<file path="src/rtl/blake3_pkg.sv">
// Shared types, constants and the message permutation for the BLAKE3 datapath.
package blake3_pkg;

    localparam int BLK_WORD_W = 32;
    localparam int NUM_WORDS  = 16;
    localparam int NUM_G      = 8;

    typedef logic [BLK_WORD_W-1:0] word_t;
    // Packed so word j sits at bits [j*BLK_WORD_W +: BLK_WORD_W], matching the bus layout.
    typedef word_t [NUM_WORDS-1:0] msg_blk_t;

    // Applied between rounds: m'[j] = m[MSG_PERM[j]].
    localparam int MSG_PERM [NUM_WORDS] = '{2, 6, 3, 10, 7, 0, 4, 13, 1, 11, 12, 5, 9, 14, 15, 8};

    typedef enum logic {
        ST_IDLE = 1'b0,
        ST_RUN  = 1'b1
    } sched_state_t;

    function automatic msg_blk_t msg_permute(input msg_blk_t m);
        msg_blk_t p;
        for (int j = 0; j < NUM_WORDS; j++) begin
            p[j] = m[MSG_PERM[j]];
        end
        return p;
    endfunction

endpackage

</file>
<file path="src/rtl/blake3_msg_scheduler.sv">
// Message-word scheduler: takes one 16-word block and streams the (X, Y)
// word pair for every G call of every round, permuting the block in place
// between rounds. The output pair is registered and held under back-pressure.
module blake3_msg_scheduler
    import blake3_pkg::*;
#(
    parameter int NUM_ROUNDS = 7,   // 1..8
    parameter int WORD_W     = 32   // must equal BLK_WORD_W
) (
    input  logic                   Clk,
    input  logic                   Rst_n,
    input  logic                   Blk_Valid_I,
    output logic                   Blk_Ready_O,
    input  logic [16*WORD_W-1:0]   Blk_Msg_I,
    output logic                   Out_Valid_O,
    input  logic                   Out_Ready_I,
    output logic [WORD_W-1:0]      X_O,
    output logic [WORD_W-1:0]      Y_O,
    output logic [2:0]             Round_O,
    output logic [2:0]             Gidx_O,
    output logic                   Last_O
);

    localparam logic [2:0] LAST_ROUND = 3'(NUM_ROUNDS - 1);
    localparam logic [2:0] LAST_G     = 3'(NUM_G - 1);

    sched_state_t        r_state;
    sched_state_t        w_state_nxt;

    msg_blk_t            r_msg;
    logic [WORD_W-1:0]   r_x;
    logic [WORD_W-1:0]   r_y;
    logic [2:0]          r_round;
    logic [2:0]          r_gidx;
    logic                r_last;

    msg_blk_t            w_msg_nxt;
    logic [WORD_W-1:0]   w_x_nxt;
    logic [WORD_W-1:0]   w_y_nxt;
    logic [2:0]          w_round_nxt;
    logic [2:0]          w_gidx_nxt;
    logic                w_last_nxt;

    msg_blk_t            w_perm;
    logic [3:0]          w_x_idx;
    logic [3:0]          w_y_idx;

    // Next call within a round reads the adjacent even/odd word pair.
    assign w_x_idx = {r_gidx + 3'd1, 1'b0};
    assign w_y_idx = w_x_idx | 4'd1;
    assign w_perm  = msg_permute(r_msg);

    // State register.
    always_ff @(posedge Clk or negedge Rst_n) begin
        // NOTE: clocked state uses non-blocking assignments so every register
        // samples pre-edge values regardless of statement order.
        if (!Rst_n) begin
            r_state <= ST_IDLE;
        end else begin
            r_state <= w_state_nxt;
        end
    end

    // Next-state and next-pair selection.
    always_comb begin
        // NOTE: every signal gets a hold default first so no path infers a latch.
        w_state_nxt = r_state;
        w_msg_nxt   = r_msg;
        w_x_nxt     = r_x;
        w_y_nxt     = r_y;
        w_round_nxt = r_round;
        w_gidx_nxt  = r_gidx;
        w_last_nxt  = r_last;

        unique case (r_state)
            ST_IDLE: begin
                if (Blk_Valid_I) begin
                    w_msg_nxt   = Blk_Msg_I;
                    w_x_nxt     = Blk_Msg_I[0 +: WORD_W];
                    w_y_nxt     = Blk_Msg_I[WORD_W +: WORD_W];
                    w_round_nxt = 3'd0;
                    w_gidx_nxt  = 3'd0;
                    w_last_nxt  = 1'b0;   // G0 is never the final call
                    w_state_nxt = ST_RUN;
                end
            end
            ST_RUN: begin
                if (Out_Ready_I) begin
                    if (r_last) begin
                        w_last_nxt  = 1'b0;
                        w_state_nxt = ST_IDLE;
                    end else if (r_gidx == LAST_G) begin
                        w_msg_nxt   = w_perm;
                        w_x_nxt     = w_perm[0];
                        w_y_nxt     = w_perm[1];
                        w_round_nxt = r_round + 3'd1;
                        w_gidx_nxt  = 3'd0;
                        w_last_nxt  = 1'b0;
                    end else begin
                        w_x_nxt     = r_msg[w_x_idx];
                        w_y_nxt     = r_msg[w_y_idx];
                        w_gidx_nxt  = r_gidx + 3'd1;
                        w_last_nxt  = (r_round == LAST_ROUND) && (r_gidx == LAST_G - 3'd1);
                    end
                end
            end
            default: w_state_nxt = ST_IDLE;
        endcase
    end

    // Block storage and registered output pair.
    always_ff @(posedge Clk or negedge Rst_n) begin
        // NOTE: the block store is reset too, so no word of an aborted block
        // can survive into the next one.
        if (!Rst_n) begin
            r_msg   <= '0;
            r_x     <= '0;
            r_y     <= '0;
            r_round <= '0;
            r_gidx  <= '0;
            r_last  <= 1'b0;
        end else begin
            r_msg   <= w_msg_nxt;
            r_x     <= w_x_nxt;
            r_y     <= w_y_nxt;
            r_round <= w_round_nxt;
            r_gidx  <= w_gidx_nxt;
            r_last  <= w_last_nxt;
        end
    end

    assign Blk_Ready_O = (r_state == ST_IDLE);
    assign Out_Valid_O = (r_state == ST_RUN);
    assign X_O         = r_x;
    assign Y_O         = r_y;
    assign Round_O     = r_round;
    assign Gidx_O      = r_gidx;
    assign Last_O      = r_last;

endmodule

</file>
<file path="config.mk">
export PLATFORM = sky130hd
export DESIGN_NAME = blake3_msg_scheduler
export DESIGN_NICKNAME = d
export VERILOG_FILES = /design/src/rtl/blake3_pkg.sv /design/src/rtl/blake3_msg_scheduler.sv
export SDC_FILE = /design/constraint.sdc
export NUM_CORES = 1
export LEC_CHECK = 0
export BUFFER_PORTS_ARGS = -buffer_cell sky130_fd_sc_hd__buf_2
export CORE_MARGIN = 10
export CORE_UTILIZATION = 55
export CTS_CLUSTER_DIAMETER = 30
export CTS_CLUSTER_SIZE = 28
export DETAILED_ROUTE_END_ITERATION = 10
export PLACE_DENSITY = 0.79
export SYNTH_ARGS = -nofsm -noshare
export SYNTH_HDL_FRONTEND = slang
export SYNTH_SLANG_ARGS = --single-unit
export TNS_END_PERCENT = 50
</file>
<file path="constraint.sdc">
create_clock -name Clk -period 3.5 [get_ports Clk]
set_input_delay 0.525 -clock Clk [delete_from_list [all_inputs] [get_ports Clk]]
set_output_delay 0.525 -clock Clk [all_outputs]
set_load 0.01 [all_outputs]
</file>
Yosys cells after proc, flatten, opt, wreduce, memory -nomap -nowiden
Cells that the tools add are included.

Reduce and logical (&&, ||, !) cells: 4. Bitwise logic cells: 1. $lt $le $gt $ge: 2. Add/sub/neg operators: 2. Multipliers: 0. Shifts and indexed selects: 0. Equal/unequal tests: 7. Div/mod/pow operators: 0. Muxes and demuxes: 37.

Operator list (count): 512-bit 2-to-1 mux (4); 512-bit one-hot mux with 2 select lines (1); 32-bit 2-to-1 mux (10); 32-bit binary-select mux with 3-bit select (2); 32-bit one-hot mux with 2 select lines (2); 3-bit 2-to-1 mux (7); 3-bit one-hot mux with 2 select lines (2); 4-bit by 5-bit less-than comparator with 1-bit output (second input constant) (2); 3-bit == test (second input constant) (3); 1-bit 2-to-1 mux (7); 3-bit by 1-bit adder with 3-bit output (second input constant) (2); 2-bit != test (second input constant) (3); 1-bit one-hot mux with 2 select lines (2); 4-bit AND reduction (1); 3-bit AND reduction (1); 2-bit by 1-bit != test with 1-bit output (second input constant) (1); 2-bit AND reduction (1); 1-bit logical AND (1); 1-bit NOT (1).

ROM bits: 0. Latch bits: 0. Memories: 0. Word-level logic and storage cells: 75. Input port bits: 516. Bits in writable memories: 0. Register bits after elaboration: 584. Output and inout bits: 73.

Logic depth before layout (Yosys ltp)
Word-level depth: 7. Gate-level depth with buffers: 12. Mapped depth without buffers: 6.

Worst setup path after synthesis
OpenSTA, ideal clock, no wires.

Path type: register to register. From: register r_gidx[0], in the netlist Gidx_O[0]. To: register r_x[25], in the netlist X_O[25]. Clock period less this slack: 2.922 ns. Stages on the path, launching flop included: 12. Path slack: 0.578 ns. Arrival: 2.789 ns. Library setup time: 0.133 ns. Path buffers: 6. Cells stage by stage: dfrtp_1 > buf_2 > buf_2 > buf_4 > buf_4 > inv_1 > ha_1 > buf_2 > buf_2 > mux4_2 > a22oi_1 > o211ai_1.

Cells in the longest elaborated chain, start to end: 7. Elaborated cells between the ends (all ways): 8.

Ends and longest elaborated chain: from (decl) (RTL line blake3_msg_scheduler.sv:34) `logic [2:0] r_gidx;`; from (signal assigned) (RTL line blake3_msg_scheduler.sv:127) `r_gidx <= w_gidx_nxt;`; 3-bit by 1-bit adder with 3-bit output (RTL line blake3_msg_scheduler.sv:49) `assign w_x_idx = {r_gidx + 3'd1, 1'b0};`; 32-bit binary-select mux with 3-bit select (RTL line blake3_msg_scheduler.sv:100) `w_x_nxt = r_msg[w_x_idx];`; 32-bit 2-to-1 mux (implied by the code) (RTL line blake3_msg_scheduler.sv:100); 32-bit 2-to-1 mux * (RTL line blake3_msg_scheduler.sv:92) `end else if (r_gidx == LAST_G) begin`; 32-bit 2-to-1 mux * (RTL line blake3_msg_scheduler.sv:89) `if (r_last) begin`; 32-bit 2-to-1 mux * (RTL line blake3_msg_scheduler.sv:88) `if (Out_Ready_I) begin`; 32-bit one-hot mux with 2 select lines * (RTL line blake3_msg_scheduler.sv:75) `unique case (r_state)`; to (signal assigned) (RTL line blake3_msg_scheduler.sv:124) `r_x <= w_x_nxt;`; to (decl) (RTL line blake3_msg_scheduler.sv:31) `logic [WORD_W-1:0] r_x;`.

Mark *: on every way between the ends. The rest lies on a longest branch, timed or not. The select of a mux whose other input is x is not followed. A chain may end at the register's enable or synchronous reset.

Worst setup path after layout
From: register r_state, in the netlist Out_Valid_O. To: output Blk_Ready_O.

Cells in the longest elaborated chain, start to end: 1.

Ends and longest elaborated chain: from (decl) (RTL line blake3_msg_scheduler.sv:27) `sched_state_t r_state;`; from (signal assigned) (RTL line blake3_msg_scheduler.sv:60) `r_state <= w_state_nxt;`; 1-bit NOT; to (decl) (RTL line blake3_msg_scheduler.sv:13) `output logic Blk_Ready_O,`.

No other way between the ends.

==> Implementation_results.wiki <==
{| class="wikitable"
! Metric !! Value
|-
| Run status || finished clean
|-
| Antenna viol nets, final || 0
|-
| Comb power frac || 30.0%
|-
| Fill cell instance count of the final layout || 3876
|-
| GRT Residual Overflow || 0
|-
| Largest net degree at the start of global routing || 241
|-
| Post-synthesis instance area || 30900 sq um
|-
| Minimum clock period || 3220 ps
|-
| Cell types with the highest counts after synthesis || 584 x sky130_fd_sc_hd__dfrtp_1, 579 x sky130_fd_sc_hd__nand2_1, 506 x sky130_fd_sc_hd__mux2i_1
|-
| Initial Utilization || 55.8%
|-
| Number of enable-type register cells in the synthesized netlist || 0
|-
| Crit Path Class || reg2out
|-
| Total number of vias || 26024
|-
| Total core area || 55300 sq um
|-
| Latest clock arrival within the worst-skew pair || 720 ps
|-
| Layout cells sized above 1 || 28.5%
|-
| Final core occ || 70.4%
|-
| Net switching share of the total power || 34.5%
|-
| Slowest Stage Delay on Critical Path || 790 ps
|-
| Main area contributors after synthesis || sky130_fd_sc_hd__dfrtp_1 47%, sky130_fd_sc_hd__mux2i_1 16%, sky130_fd_sc_hd__mux4_2 9.3%
|-
| Final Wtd Congestion || 0.883
|-
| Sequential cell area fraction in the yosys report || 47.4%
|-
| Clock Sink Count || 584
|-
| Worst slew pin tran || 1000 ps
|-
| Clock Tree Buf Depth || 3
|-
| Floorplan die height || 257 microns
|-
| Routed via count divided by cell count || 6.00
|-
| Count of unique library cells instantiated by Yosys || 39
|-
| Final cycle utilization of the critical path || 92.1%
|-
| Final hold viol count || 0
|-
| Starting DRC count in detailed routing || 2504
|-
| Reg clk slew, reported paths || 40 ps
|-
| Count leader, synth || sky130_fd_sc_hd__dfrtp_1
|-
| Crit path buffers/inverters || 3
|-
| Max_slew headroom || 33.0%
|-
| Leakage power || 0.0209 uW
|-
| Die width || 257 microns
|-
| WL/cell || 23.1 microns
|-
| Initial antenna violation count || 18
|-
| Quantity of gates resized following cts || 0
|-
| Net count after synthesis || 3447
|-
| Power dissipated by switching net loads || 12900 uW
|-
| Clock tree root driver cell || sky130_fd_sc_hd__clkbuf_16
|-
| Area delta synth->final || 26.3%
|-
| Maximum capacitance violations || 0
|-
| Required time at the worst-slack endpoint || 2970 ps
|-
| Buffers added on ports || 588
|-
| Share of flip-flops with an asynchronous set or reset || 100%
|-
| Ys flop type || sky130_fd_sc_hd__dfrtp_1
|-
| Worst Clk Skew || 34.7 ps
|-
| H-tree depth || 4
|-
| Areal power density over the cells || 961 nW/um^2
|-
| Mean area per synthesized cell || 10.5 sq um
|-
| Num rows || 86
|-
| Setup total negative slack || 0 ps
|-
| Worst min-delay path category || in2reg
|-
| Via count of the first global-routing pass || 26773
|-
| Drt pass-1 iters || 6
|-
| Final count of negative-setup-slack endpoints || 0
|-
| Wirelength, routed || 100 mm
|-
| Arrival time at the worst endpoint || 2700 ps
|-
| HPWL reported at the end of detailed placement || 67.4 mm
|-
| Slew Viols, Final || 0
|-
| Remaining design rule violation count || 0
|-
| Endpoint kind of the worst setup timing path || output port
|-
| Top cell type by total area after synthesis || sky130_fd_sc_hd__dfrtp_1
|-
| Crit-path max FO || 92
|-
| Number of register bits inferred by synthesis || 584
|-
| Crit path cell chain || buf_12 > inv_1 > buf_2
|-
| Power share of the clock group || 34.6%
|-
| Fraction of post-synthesis cell area in the top cell type by area || 47.4%
|-
| Total I/O pin count || 589
|-
| Kind of cell adding the most delay to the critical path || buffers and inverters
|-
| TritonCTS clock tree || done
|-
| Number of buffers inserted during clock tree synthesis || 132
|-
| Die ar. || 66000 sq um
|-
| Worst path slowest cell || sky130_fd_sc_hd__dfrtp_4
|-
| Number of warnings printed during yosys synthesis || 0
|-
| P_int || 24500 uW
|-
| Maximum resistive drop on vdd || 0.671 mV
|-
| Wire length of the first global-routing pass || 154 mm
|-
| Setup repair after global routing missed its margin || no
|-
| Total routing usage reported by global routing || 29.7%
|-
| Total Nets Final || 3988
|-
| Startpoint kind of the worst setup timing path || flop
|-
| Fmax || 0.310 GHz
|-
| Proportion of power drawn by flip-flops and latches || 35.4%
|-
| Cells after synthesis || 2926
|}
layer usage:
layer  track usage [%]  share of wire, %  vias up  routed length [microns]
li1                  -                 -    11646                        -
met1              36.2                39    12854                    38700
met2              48.1                49     1235                    49600
met3              7.78               7.9      277                     7900
met4              15.1               4.1       12                     4160
met5                 0             0.072        -                       72
kinds of logic (layout without fill, tap and decap cells):
logic type,count (synthesis),in the layout,synth area share [%]
AOI/OAI and AO/OA,721,721,13.1
adders and majority gates,5,5,0.203
buffers and inverters,315,966,5.18
DFF,584,584,47.4
muxes,635,635,25.8
other,0,12,0
and+or+nand+nor,666,666,8.31
sequential cells by signal (all words and copies together), names as in the netlist:
signal and cells:
Y_O 32, r_msg 512, Last_O 1, X_O 32, Out_Valid_O 1, Round_O 3, Gidx_O 3
repair_timing:
action,CTS,global route
buffers inserted,0,0
endpoints found under the hold margin,69,0
hold buffers,1,0
path summary, 6_finish.rpt:
| kind | startpoint | end | slack (ps) | cells past startpoint |
|---|---|---|---|---|
| worst max-delay path | Out_Valid_O$_DFF_PN0_ | Blk_Ready_O | 280 | 3 |
| worst min register to register | Y_O[16]$_DFFE_PN0P_ | Y_O[16]$_DFFE_PN0P_ | 490 | 2 |
| min in group asynchronous | Rst_n | r_msg[364]$_DFFE_PN0P_ | 390 | 2 |
| max in group asynchronous | Rst_n | Gidx_O[0]$_DFFE_PN0P_ | 2070 | 4 |
| worst min-delay path | Out_Ready_I | Out_Valid_O$_DFF_PN0_ | 60 | 2 |
| worst max register to register | Gidx_O[0]$_DFFE_PN0P_ | r_msg[497]$_DFFE_PN0P_ | 870 | 7 |
metrics by stage:
stage / hold slack, ps / area (sq um) / cells / setup WS (ps) / power, uW
after global routing: 60.2 / 38900 / 4335 / 162 / 39500
after global placement: 464 / 34200 / 4080 / 944 / 23500
after detailed placement: 478 / 34200 / 4080 / 878 / 24100
final: 64.9 / 39000 / 4337 / 277 / 37400
after CTS: 27.5 / 38900 / 4325 / 222 / 37400
after floorplan: 229 / 30900 / 2926 / 578 / 20200
power by group through the flow:
stage | combinational, uW | sequential, uW | clock [uW]
3_3_place_gp | 10600 | 13000 | 0
4_1_cts | 11300 | 13100 | 13000
2_1_floorplan | 8040 | 12200 | 0
5_1_grt | 12500 | 13600 | 13400
3_5_place_dp | 11000 | 13100 | 0
6_report | 11200 | 13300 | 13000
worst reg2reg max path, cell delays in order (launching register included):
cell and delay [ps]:
sky130_fd_sc_hd__dfrtp_4 490, sky130_fd_sc_hd__ha_1 240, sky130_fd_sc_hd__ha_4 160, sky130_fd_sc_hd__and2_1 290, sky130_fd_sc_hd__a21oi_4 270, sky130_fd_sc_hd__buf_4 270
sky130_fd_sc_hd__buf_12 400, sky130_fd_sc_hd__o21ai_0 370
cells in the final DEF, fill, tap and decap left out, types with 4 or more instances in the layout:
cell,instances
sky130_fd_sc_hd__buf_2,587
sky130_fd_sc_hd__dfrtp_1,582
sky130_fd_sc_hd__nand2_1,579
sky130_fd_sc_hd__mux2i_1,506
sky130_fd_sc_hd__o21ai_1,265
sky130_fd_sc_hd__o21ai_0,248
sky130_fd_sc_hd__clkbuf_16,138
sky130_fd_sc_hd__mux4_2,128
sky130_fd_sc_hd__inv_1,67
sky130_fd_sc_hd__a21oi_1,64
sky130_fd_sc_hd__nor2_1,61
sky130_fd_sc_hd__o22ai_1,60
sky130_fd_sc_hd__a311o_1,55
sky130_fd_sc_hd__buf_4,43
sky130_fd_sc_hd__clkinv_2,24
sky130_fd_sc_hd__buf_12,23
sky130_fd_sc_hd__bufinv_16,18
sky130_fd_sc_hd__clkbuf_8,17
sky130_fd_sc_hd__clkbuf_1,16
sky130_fd_sc_hd__clkinvlp_4,13
sky130_fd_sc_hd__diode_2,12
sky130_fd_sc_hd__inv_6,8
sky130_fd_sc_hd__nor2b_1,7
sky130_fd_sc_hd__clkinv_4,7
sky130_fd_sc_hd__a22oi_1,6
sky130_fd_sc_hd__and2_1,5
sky130_fd_sc_hd__o211ai_1,5
sky130_fd_sc_hd__o31ai_1,5
sky130_fd_sc_hd__a221o_1,4
layout make-up:
class	count	area, sq um	share of cell area [%]
diodes	12	30.0	0.0771
clock buffers	171	3750	9.62
clock inverters	73	946	2.43
inverters	67	251	0.646
multi-input cells	2027	14700	37.7
flip-flops and latches	584	14600	37.5
well taps	748	936	2.40
repair buffers	655	3750	9.62
Note: power is estimated with default switching activity, not from simulation.
